==> config.mk <==
export PLATFORM = sky130hd
export DESIGN_NAME = svreal_accum
export DESIGN_NICKNAME = d
export VERILOG_FILES = /design/src/rtl/svreal_accum.sv
export SDC_FILE = /design/constraint.sdc
export NUM_CORES = 1
export LEC_CHECK = 0
export ABC_AREA = 1
export CORE_ASPECT_RATIO = 1.25
export CORE_MARGIN = 2
export CORE_UTILIZATION = 55
export CTS_BUF_LIST = sky130_fd_sc_hd__clkbuf_8
export CTS_CLUSTER_DIAMETER = 40
export DETAILED_ROUTE_END_ITERATION = 10
export GPL_TIMING_DRIVEN = 0
export PLACE_DENSITY = 0.77
export REMOVE_ABC_BUFFERS = 1
export SYNTH_ARGS = -nofsm -noshare
export SYNTH_HDL_FRONTEND = slang
export SYNTH_SLANG_ARGS = --single-unit
==> constraint.sdc <==
create_clock -name clk -period 5.5 [get_ports clk]
set_clock_uncertainty 0.2 [all_clocks]
set_input_delay 1.1 -clock clk [delete_from_list [all_inputs] [get_ports clk]]
set_output_delay 1.1 -clock clk [all_outputs]
set_load 0.05 [all_outputs]
==> src/rtl/svreal_accum.sv <==
// svreal_accum -- block accumulator for a signed fixed-point product stream.
//
// Sums N consecutive accepted samples into a signed ACC_WIDTH accumulator.
// The block result is presented on out_value with a valid/ready handshake.
// out_value has the same binary exponent (IN_EXPONENT) as in_value.
//
// Ports:
//   clk        rising-edge clock
//   rst        asynchronous active-high reset
//   clear      synchronous abort of the current block (drops any offered sample)
//   in_value   signed IN_WIDTH input sample
//   in_valid   in_value is valid
//   in_ready   block accepts a sample this cycle (high in ACCUM)
//   out_value  signed ACC_WIDTH block sum
//   out_valid  out_value is valid (high in HOLD)
//   out_ready  downstream accepts out_value (ignored in ACCUM)
//   out_ovf    an overflow occurred while forming the current out_value
//
// Build option:
//   SVREAL_ACCUM_SAT_EN  defined: an overflowing step clamps the accumulator
//                        to the signed ACC_WIDTH range and accumulation
//                        continues from the clamped value.
//                        undefined: the accumulator wraps (two's complement).
//   out_ovf behaves the same in both builds.

module svreal_accum #(
  parameter int IN_WIDTH    = 18,
  parameter int IN_EXPONENT = -10,
  parameter int ACC_WIDTH   = 24,
  parameter int N           = 4
) (
  input  logic                        clk,
  input  logic                        rst,
  input  logic                        clear,
  input  logic signed [IN_WIDTH-1:0]  in_value,
  input  logic                        in_valid,
  output logic                        in_ready,
  output logic signed [ACC_WIDTH-1:0] out_value,
  output logic                        out_valid,
  input  logic                        out_ready,
  output logic                        out_ovf
);

  localparam int CW = (N > 2) ? $clog2(N) : 1;
  localparam logic [CW-1:0] CNT_LAST = CW'(N - 1);
  localparam logic signed [ACC_WIDTH-1:0] ACC_MAX = {1'b0, {(ACC_WIDTH-1){1'b1}}};
  localparam logic signed [ACC_WIDTH-1:0] ACC_MIN = {1'b1, {(ACC_WIDTH-1){1'b0}}};

  // Configurations that cannot be built correctly stop elaboration; the
  // exponent bound keeps the value representable as a double on the model side.
  if (ACC_WIDTH < IN_WIDTH || N < 2 || IN_EXPONENT < -1022 || IN_EXPONENT > 1023) begin : g_bad_config
    $error("svreal_accum: unsupported parameter combination");
  end

  typedef enum logic [0:0] {
    ST_ACCUM = 1'b0,
    ST_HOLD  = 1'b1
  } state_t;

  state_t                        state_q,     state_d;
  logic signed [ACC_WIDTH-1:0]   acc_q,       acc_d;
  logic [CW-1:0]                 cnt_q,       cnt_d;
  logic                          ovf_q,       ovf_d;
  logic signed [ACC_WIDTH-1:0]   out_value_q, out_value_d;
  logic                          out_valid_q, out_valid_d;
  logic                          out_ovf_q,   out_ovf_d;
  logic                          in_ready_q,  in_ready_d;

  logic signed [ACC_WIDTH-1:0]   in_ext_s;
  logic signed [ACC_WIDTH:0]     sum_wide_s;
  logic                          step_ovf_s;
  logic signed [ACC_WIDTH-1:0]   step_sum_s;
  logic                          accept_s;

  // One accumulation step: exact sum with one guard bit, overflow detect, wrap or clamp.
  always_comb begin
    in_ext_s   = ACC_WIDTH'(in_value);
    sum_wide_s = (ACC_WIDTH+1)'(acc_q) + (ACC_WIDTH+1)'(in_value);
    // Guard bit differs from the ACC_WIDTH sign bit exactly when the sum leaves the range.
    step_ovf_s = sum_wide_s[ACC_WIDTH] ^ sum_wide_s[ACC_WIDTH-1];
`ifdef SVREAL_ACCUM_SAT_EN
    if (step_ovf_s) begin
      step_sum_s = sum_wide_s[ACC_WIDTH] ? ACC_MIN : ACC_MAX;
    end else begin
      step_sum_s = sum_wide_s[ACC_WIDTH-1:0];
    end
`else
    step_sum_s = sum_wide_s[ACC_WIDTH-1:0];
`endif
    accept_s = in_valid && in_ready_q;
  end

  // Next-state logic for the ACCUM/HOLD block controller and its datapath.
  always_comb begin
    state_d     = state_q;
    acc_d       = acc_q;
    cnt_d       = cnt_q;
    ovf_d       = ovf_q;
    out_value_d = out_value_q;
    out_valid_d = out_valid_q;
    out_ovf_d   = out_ovf_q;
    in_ready_d  = in_ready_q;
    if (clear) begin
      // Abort wins over everything but rst; an offered sample is dropped.
      state_d     = ST_ACCUM;
      acc_d       = '0;
      cnt_d       = '0;
      ovf_d       = 1'b0;
      out_valid_d = 1'b0;
      in_ready_d  = 1'b1;
    end else begin
      case (state_q)
        ST_ACCUM: begin
          if (accept_s) begin
            if (cnt_q == '0) begin
              // Block start: load the sample and clear the sticky overflow.
              acc_d = in_ext_s;
              ovf_d = 1'b0;
              cnt_d = cnt_q + CW'(1);
            end else if (cnt_q == CNT_LAST) begin
              acc_d       = step_sum_s;
              ovf_d       = ovf_q | step_ovf_s;
              cnt_d       = '0;
              out_value_d = step_sum_s;
              out_ovf_d   = ovf_q | step_ovf_s;
              out_valid_d = 1'b1;
              in_ready_d  = 1'b0;
              state_d     = ST_HOLD;
            end else begin
              acc_d = step_sum_s;
              ovf_d = ovf_q | step_ovf_s;
              cnt_d = cnt_q + CW'(1);
            end
          end else begin
            state_d = ST_ACCUM;
          end
        end
        ST_HOLD: begin
          // in_ready stays low in the exit cycle, so no sample is taken then.
          if (out_ready) begin
            out_valid_d = 1'b0;
            in_ready_d  = 1'b1;
            state_d     = ST_ACCUM;
          end else begin
            state_d = ST_HOLD;
          end
        end
        default: begin
          state_d     = ST_ACCUM;
          acc_d       = '0;
          cnt_d       = '0;
          ovf_d       = 1'b0;
          out_valid_d = 1'b0;
          in_ready_d  = 1'b1;
        end
      endcase
    end
  end

  // State and output registers with asynchronous reset.
  always_ff @(posedge clk or posedge rst) begin
    if (rst) begin
      state_q     <= ST_ACCUM;
      acc_q       <= '0;
      cnt_q       <= '0;
      ovf_q       <= 1'b0;
      out_value_q <= '0;
      out_valid_q <= 1'b0;
      out_ovf_q   <= 1'b0;
      in_ready_q  <= 1'b1;
    end else begin
      state_q     <= state_d;
      acc_q       <= acc_d;
      cnt_q       <= cnt_d;
      ovf_q       <= ovf_d;
      out_value_q <= out_value_d;
      out_valid_q <= out_valid_d;
      out_ovf_q   <= out_ovf_d;
      in_ready_q  <= in_ready_d;
    end
  end

  assign in_ready  = in_ready_q;
  assign out_value = out_value_q;
  assign out_valid = out_valid_q;
  assign out_ovf   = out_ovf_q;

endmodule

# [Word level (Yosys, flattened, before mapping)]
# Index checks and enable logic that the tools add are counted.
[word_totals] inputBits=23 word_cells=58 ff_bits=55
[op_classes] addsub=2 bitwise_logic=5 n_eq_ne=6 muxes=31 n_reduce_logical=6
[ops] operator="2-to-1 mux 24 bit" count=4
[ops] operator="adder 24 x 18 -> 25 bit" count=1
[ops] operator="2-to-1 mux 1 bit" count=19
[ops] operator="!= test 3 bit, second input constant" count=4
[ops] operator="2-to-1 mux 2 bit" count=5
[ops] operator="case mux 1 bit (2 select lines)" count=3
[ops] operator="AND reduction 5 bit" count=1
[ops] operator="AND reduction 4 bit" count=1
[ops] operator="NOT 1 bit" count=3
[ops] operator="adder 2 x 1 -> 2 bit, second input constant" count=1
[ops] operator="== test 2 bit, second input constant" count=1
[ops] operator="zero test 2 bit" count=1
[ops] operator="!= test 2 bit, second input constant" count=1
[ops] operator="AND reduction 2 bit" count=1
[ops] operator="nonzero test 2 bit" count=1
[ops] operator="logical AND 1 bit" count=1
[ops] operator="OR 1 bit" count=1
[ops] operator="XOR 1 bit" count=1

# [Depth between registers and ports, before layout]
# Gate-level depths: netlist of run 1.
[depth] ltp_word=7 mapped_depth=14 depth_no_buf=14

# [Worst setup path before layout of run 1]
# OpenSTA, ideal clock, no wires.
[synth_path] kind="input-to-reg" startpoint="input port in_value[0]" endpoint="register out_value_q[22], in the netlist out_value[22]" path_buffers=0 slack_ns=2.650 path_stages=14 setup_ns=0.118 arrival_time_ns=2.532 cell_sequence="ha_1 > inv_1 > fa_1 > nand3b_1 > nand2_1 > nand2_1 > nand2_1 > nand3_1 > nand2_1 > nand2_1 > nand2_1 > nand2_1 > nand3_1 > nand2_1"
[synth_via] elab_chain_cells=1
[synth_rtl] item="start: declaration" line="35" source="input logic signed [IN_WIDTH-1:0] in_value,"
[synth_rtl] item="adder 24 x 18 -> 25 bit" line="78" source="sum_wide_s = (ACC_WIDTH+1)'(acc_q) + (ACC_WIDTH+1)'(in_value);"
[synth_rtl] item="end signal: assignment" line="176" source="out_value_q <= out_value_d;"
[synth_rtl] item="end: declaration" line="64" source="logic signed [ACC_WIDTH-1:0] out_value_q, out_value_d;"
# Every way passes these cells.
# A chain may end at the register's enable or synchronous reset.

# [Final worst setup path of run 1]
# Ends and elaborated chain as after synthesis.

==> results.md, run 1 <==
- # resized after CTS: 0
- Max clock buf depth: 2
- I/O pin total: 50
- Final HPWL DP: approximately 7.2 mm
- Total GRT Usage: 0.259
- Initial DRT Pass Iterations: 4
- Vias in the first global route: approximately 3.8k
- Mapped cell area: slightly below 4000 µm²
- Post-layout min period: 3360 ps
- First-pass GRT wire length: approximately 16 mm
- DRC: 0
- Library cells used by synthesis: 37
- Post-route insts no fill: approximately 700
- Crit path launch type: primary input
- Fin nets: 666
- Synth warn: 0
- Die width: 79.2 µm
- Setup violations, final: 0
- Mux cell area share after synthesis: 0
- Leakage power: ~2.6 nW
- Peak VDD IR: approximately 140 µV
- Max-slew violations: 0
- Die footprint: slightly below 8000 µm²
- Outcome: finished clean
- CP max stage delay: around 500 ps
- ANT cells: 0
- Clock transition at path regs: approximately 110 ps
- Fillcell total: 673
- Relative slew slack: 0.0950
- Antenna violations before repair: 0
- Achievable Freq: about 300 MHz
- Via density per instance: approximately 5.2
- Setup TNS: 0 ps
- Die Y: around 98 µm
- Sink Count: between 50 and 60
- Largest family of logic cells by synthesized area: simple AND/OR/NAND/NOR gates
- Final Hold Viols: 0
- Pin count of the biggest net entering global routing: 32
- WS Path Type: in2reg
- Gr ovfl total: 0
- Seq cells post-synth: 55
- Post-synthesis sequential area ratio: 0.354
- WHS: 293 ps
- Root buf cell: clkbuf_8
- Commonest non-fill, non-tap cell in the layout: nand2_1
- Type of the tightest min-delay check: reg2reg
- CTS Buf Count: 5
- CTS Hold Bufs: 0
- First DRT Iteration DRCs: 133
- Avg Inst Size Synth: between 6 and 7 µm²
- DR vias: between 3k and 4k
- CP cell instances: clkdlybuf4s50_1, ha_1, inv_1, fa_1, nand3b_1, nand2_1, nand2_1, nand2_1, nand3_1, nand2_1, nand2_1, nand2_1, nand2_1, nand3_1, nand2_1
- Commonest non-fill, non-tap cells in the layout: nand2_1, inv_1, nor2_1
- Crit path max fanout: 3
- Power per cell area: around 230 nW/µm²
- Dpl cells: ~700
- Sum of buffers and inverters on the critical path: 2
- Total power: approximately 1.0 mW
- Initial Util: 0.565
- Total wire length: 9.52 mm
- Core area: between 6000 and 7000 µm²
- Critical path data required time: roughly 5500 ps
- Max Cap Viol: 0
- Area grow syn2layout: 16.5%
- Synth Area in XOR/XNOR: 0.0248
- Crit. End Element: flip-flop
- CP most frequent cell: nand2_1
- Synth Area in Compound Gates: 0.0887
- Worst Tran Pin Value: between 1000 and 1500 ps
- Unrepaired setup endpoints after global routing: no
- Storage element area: 1380 µm²
- Share of cells above drive strength 1: 0.0405
- CTS tree: yes
- Worst EP arrival: 3370 ps
- Top delay family on crit path: simple AND/OR/NAND/NOR gates
- Multi-input gate area: about 2200 µm²
- GPL Wtd Cong: 0.922
- Slowest cell on the critical path: clkdlybuf4s50_1
- DRT antenna net count: 0
- Post-Synth Simple-Gate Area: 0.356
- Input/output buffers: ~50
- Post-synthesis instance total: 569
- Synth Area in Adders: 0.0887
- H-tree depth: 2
- Postcts setup bufs: 0
- Drt wl/cell: 13.5 µm
- Part of the cycle the worst path needs: 0.611
- Rows: 34
- Clk Latency, worst-skew pair: 310 ps
metal layers:
| metal | share of wire | wire length, µm | vias up | GRT usage |
|---|---|---|---|---|
| met3 | 0.030 | 288 | 15 | 0.0360 |
| met4 | 0.016 | 151 | 0 | 0.0809 |
| met5 | 0 | 0 | - | 0 |
| met1 | 0.42 | 4000 | 1726 | 0.291 |
| met2 | 0.53 | 5080 | 74 | 0.493 |
| li1 | - | - | 1884 | - |
worst min-delay path, delay by kind of cell, from the launching register on:
| family | cells | cell delay [ps] |
|---|---|---|
| AND/OR/NAND/NOR | 2 | 100 |
| flip-flops | 1 | 370 |
area by class of cell:
class | count | area share
multi-input cells | 433 | 0.479
flip-flops and latches | 55 | 0.304
repair buffers | 50 | 0.113
inverters | 71 | 0.0599
well taps | 90 | 0.0248
clock buffers | 5 | 0.0152
clock inverters | 3 | 0.00442
stage by stage:
step                      instance area (µm²)   util  setup slack, ps
after global placement                   4430  0.642             1820
after detailed placement                 4450  0.645             1820
after floorplan                          3820      -             2650
after CTS                                4530  0.658             2160
final                                    4530  0.658             2140
after global routing                     4530  0.658             2000
flip-flops by register name, summed over array words and instances, names as in the netlist:
name and count:
out_value 24, out_ovf 1, cnt_q 2, ovf_q 1, state_q 1, out_valid 1, in_ready 1, acc_q 24
path summary, 6_finish.rpt:
| kind | start | endpoint | slack, ps | depth (start not counted) |
|---|---|---|---|---|
| setup reg to reg | in_ready | ovf_q | 2980 | 7 |
| setup / recovery | in_value[0] | out_value[22] | 2140 | 15 |
| hold / removal | out_value[2] | out_value[2] | 290 | 2 |
| max in group asynchronous | rst | acc_q[12] | 3600 | 3 |
| hold reg to reg | out_value[2] | out_value[2] | 290 | 2 |
| min in group asynchronous | rst | state_q | 940 | 2 |
report_power, final:
| part | internal (mW) | switching (mW) |
|---|---|---|
| registers | 0.431 | 0.0159 |
| clock network | 0.0892 | 0.146 |
| logic | 0.122 | 0.228 |
| total | 0.642 | 0.390 |
cells in the mapped netlist (all sizes together):
cell type | count | area, µm²
and2 | 1 | 6.26
nor2 | 60 | 265
nor3 | 2 | 15.0
clkbuf | 4 | 15.0
nand3b | 3 | 22.5
dfstp | 1 | 26.3
nand3 | 34 | 170
xor2 | 8 | 70.1
xnor2 | 3 | 26.3
o31ai | 3 | 22.5
nor4 | 2 | 12.5
buf | 6 | 53.8
o21bai | 7 | 52.6
o21a | 1 | 7.51
fa | 1 | 20.0
a21oi | 27 | 139
o41ai | 1 | 8.76
o21ai | 16 | 83.8
or2 | 3 | 18.8
inv | 71 | 272
a31oi | 5 | 31.3
ha | 26 | 325
nand4 | 1 | 6.26
nand2 | 229 | 870
dfrtp | 54 | 1350
cell families (layout without fill, tap and decap cells):
kind of cell	after synthesis	count (layout)
xor+xnor	11	11
compound gates	60	60
flops	55	55
buf+inv	81	129
fa+ha+maj	27	27
simple gates	335	335
Note: power is estimated with default switching activity, not from simulation.
==> run 2: changes to the inputs <==
--- a/config.mk
+++ b/config.mk
@@ -8,7 +8,7 @@
 export ABC_AREA = 1
 export CORE_ASPECT_RATIO = 1.25
 export CORE_MARGIN = 2
-export CORE_UTILIZATION = 55
+export CORE_UTILIZATION = 52
 export CTS_BUF_LIST = sky130_fd_sc_hd__clkbuf_8
 export CTS_CLUSTER_DIAMETER = 40
 export DETAILED_ROUTE_END_ITERATION = 10
==> constraint.sdc (replaced) <==
create_clock -name clk -period 2.95 [get_ports clk]
set_clock_uncertainty 0.2 [all_clocks]
set_input_delay 0.59 -clock clk [delete_from_list [all_inputs] [get_ports clk]]
set_output_delay 0.59 -clock clk [all_outputs]
set_load 0.05 [all_outputs]
==> results.md, run 2 (same netlist as run 1, synthesis figures left out) <==
- I/O pin total: 50
- Crit. End Element: flip-flop
- CP startpoint: in_value[0]
- Outcome: finished clean
- WS Path Type: in2reg
- Post-layout min period: between 2000 and 3000 ps
- Setup violations, final: 0
- Input/output buffers: 49
- Leakage power: between 2 and 3 nW
- Relative slew slack: 0.103
- Initial DRT Pass Iterations: 4
- Worst R2R Path Depth: 7
- Rows: 35
- Area grow syn2layout: 16.9%
- Fin nets: 666
- Total GRT Usage: 0.249
- Pin count of the biggest net entering global routing: 35
- Root buf cell: clkbuf_8
- Worst Tran Pin Value: around 1300 ps
- Critical path data required time: 2960 ps
- Share of cells above drive strength 1: 0.0470
- CP max stage delay: ~490 ps
- ANT cells: 0
- FF-to-FF End: ovf_q
- Total power: between 1.5 and 2 mW
- Commonest non-fill, non-tap cell in the layout: nand2_1
- Crit path launch type: primary input
- CP most frequent cell: nand2_1
- Die Y: ~100 µm
- Worst EP arrival: ~2800 ps
- Commonest non-fill, non-tap cells in the layout: nand2_1, inv_1, nor2_1
- Flop2flop setup slack: roughly 500 ps
- Net Sw Frac: 0.378
- DR vias: approximately 3.7k
- Die width: just over 80 µm
- Final HPWL DP: approximately 7.0 mm
- Psw: 0.733 mW
- Gr ovfl total: 0
- Slowest cell on the critical path: clkdlybuf4s50_1
- Crit path max fanout: 3
- Worst Setup EP: out_value[22]
- Antenna violations before repair: 0
- First-pass GRT wire length: approximately 16 mm
- H-tree depth: 2
- Core area: 7310 µm²
- Clock transition at path regs: approximately 110 ps
- Peak VDD IR: ~270 µV
- Post-route insts no fill: around 710
- # resized after CTS: 0
- First DRT Iteration DRCs: ~140
- Via density per instance: roughly 5.2
- Drt wl/cell: between 10 and 15 µm
- GPL Wtd Cong: around 0.90
- CP cell instances: clkdlybuf4s50_1, ha_1, inv_1, fa_1, nand3b_1, nand2_2, nand2_1, nand2_2, nand3_1, nand2_2, nand2_1, nand2_1, nand2_1, nand3_1, nand2_1
- R2r startpoint: in_ready
- Comb pwr share: 0.337
- Final core occ: 0.622
- CTS tree: yes
- Initial Util: 0.532
- DRT antenna net count: 0
- Part of the cycle the worst path needs: 0.941
- Max-slew violations: 0
- DRC: 0
- Postcts setup bufs: 0
- Final Hold Viols: 0
- Vias in the first global route: approximately 3.6k
- Max clock buf depth: 2
- Total wire length: between 9 and 10 mm
- Achievable Freq: 360 MHz
- Cell-internal power: between 1 and 1.5 mW
- Clk network pwr share: 0.233
- Power per cell area: ~430 nW/µm²
- Clk Latency, worst-skew pair: between 300 and 400 ps
- Dpl cells: approximately 700
- CTS Hold Bufs: 0
- Sequential share of power: 0.430
- Max Cap Viol: 0
- CTS Buf Count: 5
- Sink Count: 55
- Die footprint: 8200 µm²
- Type of the tightest min-delay check: reg2reg
run 2: critical path, delay by kind of cell:
family                   cells  cell delay, ps
AND/OR/NAND/NOR             11            1030
adder cells (fa/ha/maj)      2             600
buffers and inverters        2             550
run 2: area by class of cell:
class	instances	area, µm²
Clock inverter	3	23.8
Timing Repair Buffer	50	510
Tap cell	92	115
Fill cell	682	2760
Sequential cell	55	1380
Clock buffer	5	68.8
Multi-Input combinational cell	433	2180
Inverter	71	272
run 2: power groups by stage:
stage | clock network (mW) | registers [mW] | logic [mW]
after floorplan | 0 | 0.893 | 0.416
after global placement | 0 | 0.844 | 0.631
after detailed placement | 0 | 0.847 | 0.649
after CTS | 0.465 | 0.832 | 0.653
after global routing | 0.496 | 0.839 | 0.739
final | 0.451 | 0.832 | 0.654
run 2: worst min path at each step:
| stage | from | to | slack (ps) | cells past startpoint |
|---|---|---|---|---|
| 2_1_floorplan | acc_q[0] | acc_q[0] | 250 | 2 |
| 3_3_place_gp | out_value[0] | out_value[0] | 260 | 2 |
| 3_5_place_dp | out_value[0] | out_value[0] | 260 | 2 |
| 4_1_cts | out_value[0] | out_value[0] | 290 | 2 |
| 5_1_grt | out_value[22] | out_value[22] | 310 | 2 |
| 6_report | out_value[0] | out_value[0] | 280 | 2 |
run 2: through the flow:
step	worst slack (ps)	setup TNS (ps)	hold WS (ps)	cell area (µm²)
floorplan	608	0	250	3820
finish	174	0	283	4550
global placement	-267	-16260	257	4430
CTS	97.1	0	289	4540
global route	-2.97	-3.11	309	4550
detailed placement	-233	-3420	262	4450
run 2: per-layer routing:
metal	GRT usage	share of wire	vias up
met5	0	0	-
met4	0.0535	0.012	0
met3	0.0287	0.032	11
met2	0.453	0.51	58
met1	0.313	0.44	1707
li1	-	-	1885
==> run 3: changes to the inputs <==
==> constraint.sdc (replaced) <==
create_clock -name clk -period 2.95 [get_ports clk]
set_clock_uncertainty 0.2 [all_clocks]
set_input_delay 0.885 -clock clk [delete_from_list [all_inputs] [get_ports clk]]
set_output_delay 0.885 -clock clk [all_outputs]
set_load 0.05 [all_outputs]
==> results.md, run 3 (same netlist as run 1, synthesis figures left out) <==
- CP cell instances: clkdlybuf4s50_1, nand2_1, inv_1, nand2_4, nor2_8, inv_4, nor2_8, inv_4, nand2_1, o21ai_0
- Max Cap Viol: 0
- CTS Hold Bufs: 0
- Type of the tightest min-delay check: reg2reg
- Max-slew violations: 0
- Area grow syn2layout: 19.1%
- Sequential share of power: 0.423
- Total wire length: between 9 and 10 mm
- DR vias: approximately 3.7k
- Input/output buffers: 49
- CTS Buf Count: 5
- Clock transition at path regs: around 110 ps
- Commonest non-fill, non-tap cell in the layout: nand2_1
- Gr ovfl total: 0
- Setup violations, final: 0
- Outcome: finished clean
- DRT antenna net count: 0
- Psw: 0.749 mW
- Clk network pwr share: 0.232
- Unrepaired setup endpoints after global routing: no
- GPL Wtd Cong: between 0.8 and 0.9
- Sum of buffers and inverters on the critical path: 4
- Top delay family on crit path: buffers and inverters
- Initial Util: 0.532
- Worst EP arrival: around 2800 ps
- CP max stage delay: 460 ps
- Max clock buf depth: 2
- Slowest cell on the critical path: clkdlybuf4s50_1
- First-pass GRT wire length: approximately 17 mm
- Die footprint: roughly 8200 µm²
- CTS tree: yes
- Crit. End Element: flip-flop
- Share of cells above drive strength 1: 0.0626
- Antenna violations before repair: 0
- Achievable Freq: approximately 360 MHz
- Post-layout min period: 2800 ps
- Fin nets: 672
- Crit path max fanout: 23
- Vias in the first global route: roughly 3.7k
- Power per cell area: around 420 nW/µm²
- DRC: 0
- Die width: 81.4 µm
- First DRT Iteration DRCs: between 150 and 200
- ANT cells: 0
- Root buf cell: clkbuf_8
- Total GRT Usage: 0.256
- Comb pwr share: 0.344
- Clk Latency, worst-skew pair: 320 ps
- Crit path launch type: primary input
- Drt wl/cell: 13.6 µm
- Peak VDD IR: 279 µV
- Final Hold Viols: 0
- Die Y: 101 µm
- Leakage power: about 2.6 nW
- H-tree depth: 2
- Dpl cells: between 700 and 800
- Via density per instance: just over 5
- Sink Count: 55
- Worst Tran Pin Value: between 800 and 900 ps
- Cell-internal power: ~1.2 mW
- Core area: 7310 µm²
- Total power: ~2.0 mW
- Net Sw Frac: 0.381
- Final HPWL DP: 7.03 mm
- Part of the cycle the worst path needs: 0.950
- Final core occ: 0.634
- I/O pin total: 50
- Initial DRT Pass Iterations: 4
- Relative slew slack: 0.463
- Pin count of the biggest net entering global routing: 35
- WS Path Type: in2reg
- Commonest non-fill, non-tap cells in the layout: nand2_1, inv_1, nor2_1
- Post-route insts no fill: 715
- Critical path data required time: roughly 2900 ps
- Rows: 35
## run 3: cell types whose count changed in the layout (fill, tap and decap cells not counted), sizes merged
| cell | previous run | this run |
|---|---|---|
| clkdlybuf4s50 | 49 | 46 |
| dlygate4sd2 | 0 | 1 |
| nor2 | 60 | 61 |
| buf | 1 | 6 |
| dlymetal6s2s | 0 | 2 |
## run 3: final cells by class
cell class,instances,area [µm²]
tap,92,115
clock buffer,5,68.8
sequential,55,1380
inverter,71,272
timing repair buffer,55,552
clock inverter,3,23.8
multi-input combinational,434,2220
fill,676,2680
## run 3: worst reg2reg max path, stage by stage (launching register included)
cell	delay [ps]
dfstp_2	560
nand2_1	70
inv_1	200
nand2_4	240
nor2_8	230
inv_4	90
nor2_8	260
inv_4	190
nand2_1	90
o21ai_0	80
## run 3: layer usage
metal | wire (µm) | part of all wire | vias up | track usage
met5 | 0 | 0 | - | 0
met2 | 4930 | 0.51 | 78 | 0.459
met3 | 415 | 0.043 | 8 | 0.0278
li1 | - | - | 1901 | -
met1 | 4270 | 0.44 | 1711 | 0.327
met4 | 87 | 0.0090 | 0 | 0.0561
## run 3: path summary, 6_finish.rpt
| kind | start | end | slack (ps) | cells past startpoint |
|---|---|---|---|---|
| min reg2reg | out_value[0] | out_value[0] | 280 | 2 |
| max | in_valid | out_value[16] | 150 | 10 |
| max in group asynchronous | rst | in_ready | 1200 | 3 |
| min in group asynchronous | rst | out_ovf | 720 | 2 |
| min | out_value[0] | out_value[0] | 280 | 2 |
| max reg2reg | in_ready | out_value[16] | 620 | 9 |
## run 3: power groups by stage
stage / clock network [mW] / logic (mW) / registers (mW)
6_report: 0.457 / 0.678 / 0.833
5_1_grt: 0.496 / 0.760 / 0.840
4_1_cts: 0.465 / 0.667 / 0.833
3_5_place_dp: 0 / 0.649 / 0.847
3_3_place_gp: 0 / 0.631 / 0.844
2_1_floorplan: 0 / 0.416 / 0.893
## run 3: repair_timing
action | CTS | global route
cloned | 1 | 0
setup endpoints to repair | 28 | 19
resized for setup | 9 | 3
hold endpoints to repair | 0 | 0
setup buffers | 2 | 3
pin swaps | 2 | 4
## run 3: metrics by stage
step	setup TNS, ps	area (µm²)	hold slack [ps]	worst slack (ps)
after floorplan	0	3820	250	313
after global placement	-43700	4430	257	-562
after detailed placement	-15940	4450	262	-528
after CTS	0	4600	289	3.51
after global routing	0	4630	309	22.8
final	0	4630	283	147
